===== src/rtl/ucode_seq_pkg.sv =====
`default_nettype none
// ============================================================================
// Module      : ucode_seq_pkg
// Description : Shared encodings, entry vectors and opcode dispatch table
//               for the midgetv microcode sequencer.
// Revision    : 1.0 - initial release
// ============================================================================
package ucode_seq_pkg;

    localparam logic [1:0] C_SNEXT_SEQ      = 2'b00;
    localparam logic [1:0] C_SNEXT_DISPATCH = 2'b01;
    localparam logic [1:0] C_SNEXT_BRANCH   = 2'b10;
    localparam logic [1:0] C_SNEXT_TRAP     = 2'b11;

    localparam logic [7:0] C_BOOT_ADR = 8'h00;
    localparam logic [7:0] C_TRAP_ADR = 8'hF0;
    localparam logic [7:0] C_IRQ_ADR  = 8'hF8;

    // Each entry is {legal, adr[7:0]}, indexed by instr[6:2].
    function automatic logic [31:0][8:0] f_build_dispatch_table();
        logic [31:0][8:0] t;
        t = '0;
        t[5'b00000] = {1'b1, 8'h10};  // LOAD
        t[5'b00011] = {1'b1, 8'h14};  // MISC-MEM
        t[5'b00100] = {1'b1, 8'h20};  // OP-IMM
        t[5'b00101] = {1'b1, 8'h28};  // AUIPC
        t[5'b01000] = {1'b1, 8'h30};  // STORE
        t[5'b01100] = {1'b1, 8'h40};  // OP
        t[5'b01101] = {1'b1, 8'h48};  // LUI
        t[5'b11000] = {1'b1, 8'h50};  // BRANCH
        t[5'b11001] = {1'b1, 8'h60};  // JALR
        t[5'b11011] = {1'b1, 8'h68};  // JAL
        t[5'b11100] = {1'b1, 8'h70};  // SYSTEM
        return t;
    endfunction

    localparam logic [31:0][8:0] C_DISPATCH_TABLE = f_build_dispatch_table();

endpackage
`default_nettype wire


===== src/rtl/m_ucode_dispatch.sv =====
`default_nettype none
// ============================================================================
// Module      : m_ucode_dispatch
// Description : Combinational opcode to microcode entry lookup.
// Revision    : 1.0 - initial release
// ============================================================================
import ucode_seq_pkg::*;

module m_ucode_dispatch (
    input  logic [4:0] opcode,
    input  logic       opvalid,
    output logic       legal,
    output logic [7:0] adr
);

    logic [8:0] w_entry;

    assign w_entry = C_DISPATCH_TABLE[opcode];
    assign legal   = opvalid & w_entry[8];
    assign adr     = w_entry[7:0];

endmodule
`default_nettype wire


===== src/rtl/m_ucode_seq.sv =====
`default_nettype none
// ============================================================================
// Module      : m_ucode_seq
// Description : Microcode sequencer; computes the next control-store address.
//               Interrupt accept is built only with UCODE_SEQ_IRQ_EN defined.
// Revision    : 1.0 - initial release
// ============================================================================
import ucode_seq_pkg::*;

module m_ucode_seq #(
    parameter logic [7:0]  BOOT_ADR   = C_BOOT_ADR,
    parameter logic [7:0]  TRAP_ADR   = C_TRAP_ADR,
    parameter logic [7:0]  IRQ_ADR    = C_IRQ_ADR,
    parameter int unsigned RESET_HOLD = 2
) (
    input  logic       clk,
    input  logic       rst,
    input  logic [7:0] rinx,
    input  logic [1:0] s_next,
    input  logic       brcond,
    input  logic [4:0] opcode,
    input  logic       opvalid,
    input  logic       progress_ucode,
    input  logic       irq_pending,
    input  logic       irq_enable,
    output logic [7:0] minx,
    output logic       in_boot,
    output logic       trap_taken,
    output logic       irq_taken
);

    localparam logic       S_BOOT      = 1'b0;
    localparam logic       S_RUN       = 1'b1;
    localparam logic [3:0] C_HOLD_INIT = 4'(RESET_HOLD);

    logic       r_state;
    logic [3:0] r_hold_cnt;
    logic [7:0] r_upc;

    logic       w_disp_legal;
    logic [7:0] w_disp_adr;
    logic [7:0] w_minx;
    logic       w_trap;
    logic       w_irq;

    m_ucode_dispatch u_dispatch (
        .opcode  (opcode),
        .opvalid (opvalid),
        .legal   (w_disp_legal),
        .adr     (w_disp_adr)
    );

    // Zero-latency address mux; a held cycle replays r_upc and never pulses.
    always_comb begin
        w_minx = r_upc;
        w_trap = 1'b0;
        w_irq  = 1'b0;
        if (r_state == S_BOOT) begin
            w_minx = BOOT_ADR;
        end else if (!progress_ucode) begin
            w_minx = r_upc;
        end
`ifdef UCODE_SEQ_IRQ_EN
        // Instruction boundary: a sequential word whose successor is the boot word.
        else if (irq_pending && irq_enable && (s_next == C_SNEXT_SEQ) && (rinx == BOOT_ADR)) begin
            w_minx = IRQ_ADR;
            w_irq  = 1'b1;
        end
`endif
        else begin
            case (s_next)
                C_SNEXT_SEQ: begin
                    w_minx = rinx;
                end
                C_SNEXT_BRANCH: begin
                    w_minx = {rinx[7:1], brcond};
                end
                C_SNEXT_DISPATCH: begin
                    if (w_disp_legal) begin
                        w_minx = w_disp_adr;
                    end else begin
                        w_minx = TRAP_ADR;
                        w_trap = 1'b1;
                    end
                end
                default: begin
                    w_minx = TRAP_ADR;
                    w_trap = 1'b1;
                end
            endcase
        end
    end

    always_ff @(posedge clk) begin
        if (rst) begin
            r_state    <= S_BOOT;
            r_hold_cnt <= C_HOLD_INIT;
            r_upc      <= BOOT_ADR;
        end else if (r_state == S_BOOT) begin
            r_upc <= BOOT_ADR;
            if (r_hold_cnt <= 4'd1) begin
                r_state    <= S_RUN;
                r_hold_cnt <= 4'd0;
            end else begin
                r_hold_cnt <= r_hold_cnt - 4'd1;
            end
        end else begin
            r_upc <= w_minx;
        end
    end

    assign minx       = w_minx;
    assign in_boot    = (r_state == S_BOOT);
    assign trap_taken = w_trap;

`ifdef UCODE_SEQ_IRQ_EN
    assign irq_taken = w_irq;
`else
    logic w_unused_irq;
    assign w_unused_irq = ^{irq_pending, irq_enable, IRQ_ADR, w_irq};
    assign irq_taken    = 1'b0;
`endif

endmodule
`default_nettype wire


===== config.mk =====
export PLATFORM = sky130hd
export DESIGN_NAME = m_ucode_seq
export DESIGN_NICKNAME = d
export VERILOG_FILES = /design/src/rtl/ucode_seq_pkg.sv /design/src/rtl/m_ucode_dispatch.sv /design/src/rtl/m_ucode_seq.sv
export SDC_FILE = /design/constraint.sdc
export NUM_CORES = 1
export LEC_CHECK = 0
export CELL_PAD_IN_SITES_DETAIL_PLACEMENT = 0
export CELL_PAD_IN_SITES_GLOBAL_PLACEMENT = 1
export CORE_MARGIN = 2
export CORE_UTILIZATION = 31
export DETAILED_ROUTE_END_ITERATION = 10
export PLACE_DENSITY = 0.9
export SLEW_MARGIN = 20
export SYNTH_ARGS = -nofsm -noshare
export SYNTH_HDL_FRONTEND = slang
export SYNTH_SLANG_ARGS = --single-unit

===== constraint.sdc =====
create_clock -name clk -period 3.4 [get_ports clk]
set_clock_uncertainty 0.15 [all_clocks]
set_input_delay 1.02 -clock clk [delete_from_list [all_inputs] [get_ports clk]]
set_output_delay 1.02 -clock clk [all_outputs]
set_load 0.01 [all_outputs]

; ---- Word level (Yosys, flattened, before mapping)
; Memory sizes are Yosys's and may differ from the RTL's.
; Index checks and enable logic that the tools add are counted.
[totals]
reg_bits = 13
latchBits = 0
ramBits = 0
romBits = 288
in_bits = 22
output_inout_bits = 11
elab_cells = 26
mem_count = 1
[memory_table]
columns = memory, depth, word_bits, read_ports, rd_ports_with_merged_regs, write_ports, line
row1 = (no name shown), 32, 9, 1, 0, 0, m_ucode_dispatch.sv:18  ; assign w_entry = C_DISPATCH_TABLE[opcode];
[classes]
addsub = 1
mul = 0
div = 0
n_lt_le_gt_ge = 2
n_eq_ne = 2
shifts = 0
n_mux = 12
n_bitwise = 2
n_reduce_logical = 3
[op_table]
columns = op, count
row1 = 2-to-1 mux 8 bit, 3
row2 = case mux 8 bit (3 select lines), 1
row3 = 2-to-1 mux 9 bit, 1
row4 = < comparator 5 x 6 -> 1 bit (second input constant), 1
row5 = 2-to-1 mux 1 bit, 5
row6 = less-or-equal comparator 4 x 1 -> 1 bit (second input constant), 1
row7 = 2-to-1 mux 4 bit, 1
row8 = OR reduction 2 bit, 2
row9 = subtractor 4 x 1 -> 4 bit (second input constant), 1
row10 = equality test 2 x 1 -> 1 bit (second input constant), 1
row11 = equality test 2 bit (second input constant), 1
row12 = zero test 2 bit, 1
row13 = case mux 1 bit (2 select lines), 1
row14 = bitwise AND 1 bit, 1
row15 = inverter 1 bit, 1

; ---- Longest topological paths before layout
[depth]
ltp_word = 7
ltp_mapped = 6
depth_no_buf = 6

; ---- Hierarchy
; Synthesis repeated with hierarchy kept, for this count alone.
[hier_totals]
cells_unflattened = 117
hier_area_um2 = 994.7
[modules_own_cells]
columns = module, instances, cells_per_inst, area_each_um2, seq_area_each_um2
row1 = m_ucode_seq, 1, 84, 745.7, 260.2
row2 = m_ucode_dispatch, 1, 33, 249.0, 0.0

; ---- Least setup slack after synthesis
; Ideal clock, no wire load.
[synth_timing]
path_type = input -> output
start = input port opcode[1]
end = output port minx[4]
t_arrival_ns = 2.270
required_ns = 2.230
slack_ns = -0.040
path_stages = 6
path_buffers = 0
path_cell_list = inv_1 -> ha_1 -> or4_1 -> o211ai_2 -> a211oi_1 -> nor3_1
[synth_between]
elab_chain_len = 7
[synth_rtl]
columns = element, line
row1 = "start, declared", m_ucode_seq.sv:21  ; input logic [4:0] opcode,
row2 = memory read (32 x 9 bit) *, -
row3 = 2-to-1 mux 9 bit (not written as such) *, m_ucode_dispatch.sv:18
row4 = bitwise AND 1 bit, m_ucode_dispatch.sv:19  ; assign legal = opvalid & w_entry[8];
row5 = 2-to-1 mux 8 bit *, m_ucode_seq.sv:79  ; if (w_disp_legal) begin
row6 = case mux 8 bit (3 select lines) *, m_ucode_seq.sv:71  ; case (s_next)
row7 = 2-to-1 mux 8 bit *, m_ucode_seq.sv:60  ; end else if (!progress_ucode) begin
row8 = 2-to-1 mux 8 bit *, m_ucode_seq.sv:58  ; if (r_state == S_BOOT) begin
row9 = "end, declared", m_ucode_seq.sv:26  ; output logic [7:0] minx,
; Every way passes the cells marked *; elsewhere a longest branch is shown, timed or not. The select of a mux whose other input is x is not followed.

; ---- Worst setup path after layout
[layout_timing]
start = input port opcode[1]
end = output port minx[2]
; The elaborated chain is that of the path after synthesis.

==> results.toml <==
[route]
ant_nets = 0
drt_wl_total_um = 2683
drc = 0
wl_per_cell_um = 13.83
drtIter0Drc = 27
first_pass_iters = 4
vias = 1001
via_per_inst = 5.160

[worst_setup_path]
timing.rr.end = "r_upc[7]"
crit_chain = "buf_8 -> inv_4 -> ha_4 -> nor2_4 -> o31ai_4 -> buf_4 -> buf_4 -> o31ai_2 -> and2_1 -> buf_2"
worst-r2r-cell-count = 4
slowest_delay_ps = 210
cp-end-kind = "primary output"
start_kind = "input pin"
ff2ff_setup_slack_ps = 1680
reg2reg_from = "r_state"
startpoint = "opcode[1]"
path_max_fanout = 3
path_class = "in -> out"
worst_ep_arrival_time_ps = 2300
crit_required_ps = 2230
cp_common_cell = "buf_4"
crit_slowest_cell = "ha_4"
timing.critical_path.to = "minx[2]"

[sta]
relSlewSlack = 0.6620
finalSetupViolations = 7
hold_viol = 0
finalCriticalPeriod_ps = 3472
tns_ps = -246.5
setup_slack_ps = -72.00
finalMaxSlewViolations = 0
worst_slew_pin_slew_ps = 506.3
period_share = 1.021
rsz0062_at_grt = "yes"
fmax_ghz = 0.2880

[place]
placed_cell_area_mm2 = 0.001368
dp_hpwl_um = 1957
place_congestion = 0.7501
io_buffers = 29

[cts]
htreeDepth = 1
cts_tree = "yes"
cts_sinks = 13
cts_inserted_buffers = 3
clk_pin_slew_worst_paths_ps = 80
cts_buffer_depth = 2
clock_latency_ps = 280
cts_root_buf = "clkbuf_4"

[run_status]
violations = "setup timing"
status = "finished, violations left"

[synthesis]
synth_adder_area_share = 0.06954
synth-edff-count = 0
synth_cell_types = 43
synth_top_family_by_area = "compound AO/OA/AOI/OAI gates"
synth_flop_cell = "dfxtp_1"
netlist_instances = 109
synthSimpleGateAreaFrac = 0.2670
synth_mux_area_frac = 0.01113
async_reset_ff_frac = 0
syn_area_um2 = 899.6
yosysSeqAreaShare = 0.2893
yosysWarningCount = 0
synth_xor_area_frac = 0.02921
synth_nets = 136
synth_compound_area_frac = 0.2698
avgSynthCellArea_um2 = 8.253
synth.ff_latch_count = 13

[die]
core_mm2 = 0.002758
rows = 19
io_pins = 33
die_area_mm2 = 0.003349
die_x_um = 57.87
start_util = 0.3262
fp.dieH_um = 57.87

[power_and_ir_drop]
p_leak_nw = 0.6500
totalPowerFinal_uw = 608.5
vdd_drop_max_mv = 0.3287
power_density_mw_per_mm2 = 402.6

[worst_hold_path]
hp-class = "reg -> reg"

[grt]
grt_pass1_wl_um = 4636
grtUsageTotal = 0.1776
overflow = 0
grt_antenna_before_repair = 0
grt_max_degree = 15
first_global_vias = 1046

[cells_and_area]
utilization = 0.5481
fin_nets = 191
drive_above_1_share = 0.4417
diodes = 0
fin_area_mm2 = 0.001511
syn_to_final_growth_pct = 68.01

[flow_run]
maxCapViolCount = 0
## registers in the layout, summed over array words and instances, names as in the netlist
register,flops
r_upc,8
r_state,1
r_hold_cnt,4
## stage by stage
step	instances	hold slack, ps	worst slack (ps)
4_1_cts	194	361.4	-66.68
5_1_grt	194	396.5	-135.5
3_3_place_gp	186	323.9	-995.0
2_1_floorplan	109	309.3	26.73
3_5_place_dp	186	341.9	-1048
6_report	194	369.3	-72.00
## per-layer routing
layer / routed length, um / vias to the layer above / GRT usage / share of wire
met5: 0 / - / 0 / 0
met4: 29 / 0 / 0.07641 / 0.011
met3: 81 / 6 / 0.02455 / 0.030
met2: 1431 / 21 / 0.3247 / 0.53
met1: 1141 / 476 / 0.2044 / 0.43
li1: - / 498 / - / -
## kinds of logic (layout without fill, tap and decap cells)
group / count (synthesis) / in the layout
compound gates: 29 / 29
mux: 1 / 1
buf+inv: 11 / 65
fa+ha+maj: 5 / 5
xor+xnor: 3 / 3
simple gates: 46 / 46
other cells: 1 / 1
flops: 13 / 13
## worst max-delay path, delay by kind of cell
kind | cells | cell delay (ps)
adders and majority gates | 1 | 210
buffers and inverters | 5 | 560
AOI/OAI and AO/OA | 2 | 240
and+or+nand+nor | 2 | 270
## power by group
group | switching [mW] | leakage (nW) | internal [mW]
Clock | 0.0531 | 0.0150 | 0.0456
Combinational | 0.140 | 0.529 | 0.139
Sequential | 0.0450 | 0.106 | 0.186
Total | 0.238 | 0.650 | 0.370
## worst min path at each step
stage,startpoint,end,slack [ps],cells after the start
floorplan,r_hold_cnt[1],r_hold_cnt[1],310,2
global placement,r_upc[7],r_upc[7],320,2
detailed placement,r_hold_cnt[1],r_hold_cnt[1],340,2
CTS,r_hold_cnt[1],r_hold_cnt[1],360,2
global route,r_hold_cnt[1],r_hold_cnt[1],400,2
finish,r_hold_cnt[1],r_hold_cnt[1],370,2
## layout make-up
| cell class | count | area (um2) |
|---|---|---|
| sequential | 13 | 260.3 |
| timing repair buffer | 55 | 440.4 |
| fill | 270 | 1246 |
| multi-input combinational | 85 | 719.4 |
| inverter | 6 | 26.28 |
| tap | 31 | 38.79 |
| clock buffer | 4 | 26.28 |
## cell usage after synthesis (2+ instances only)
cell type | n | area (um2)
nor2_1 | 15 | 56.30
dfxtp_1 | 13 | 260.3
nor2b_1 | 6 | 37.54
a21oi_1 | 5 | 25.02
ha_1 | 5 | 62.56
inv_1 | 5 | 18.77
nand2_1 | 5 | 18.77
a211oi_1 | 4 | 30.03
and2_1 | 4 | 25.02
o31ai_1 | 4 | 30.03
nand2b_1 | 3 | 18.77
nand3_1 | 3 | 15.01
nor3_1 | 3 | 15.01
a22oi_1 | 2 | 15.01
clkbuf_1 | 2 | 7.510
o31a_1 | 2 | 17.52
xnor2_1 | 2 | 17.52
## cells in the final DEF (no fill, tap or decap), types with 2 or more instances in the layout
cell	n
nor2b_1	4
inv_1	3
buf_2	9
a21oi_2	3
dfxtp_1	13
buf_4	25
dlygate4sd2_1	5
ha_1	4
clkdlybuf4s50_1	11
a211oi_2	3
nand2_1	4
and2_1	4
nand3_1	3
nand2b_1	2
clkbuf_4	3
nor3_1	2
xnor2_1	2
a21oi_1	2
buf_6	2
o31ai_2	3
nor2_1	14
nor2b_2	2
o31a_1	2
## what timing repair did
item / 4_1_cts / 5_1_grt
endpoints found under the hold margin: 0 / 0
buffers inserted: 4 / 0
hold buffers: 0 / 0
endpoints found under the setup margin: 9 / 9
gates resized for setup: 81 / 8
pin swaps: 17 / 3
Note: power is estimated with default switching activity, not from simulation.
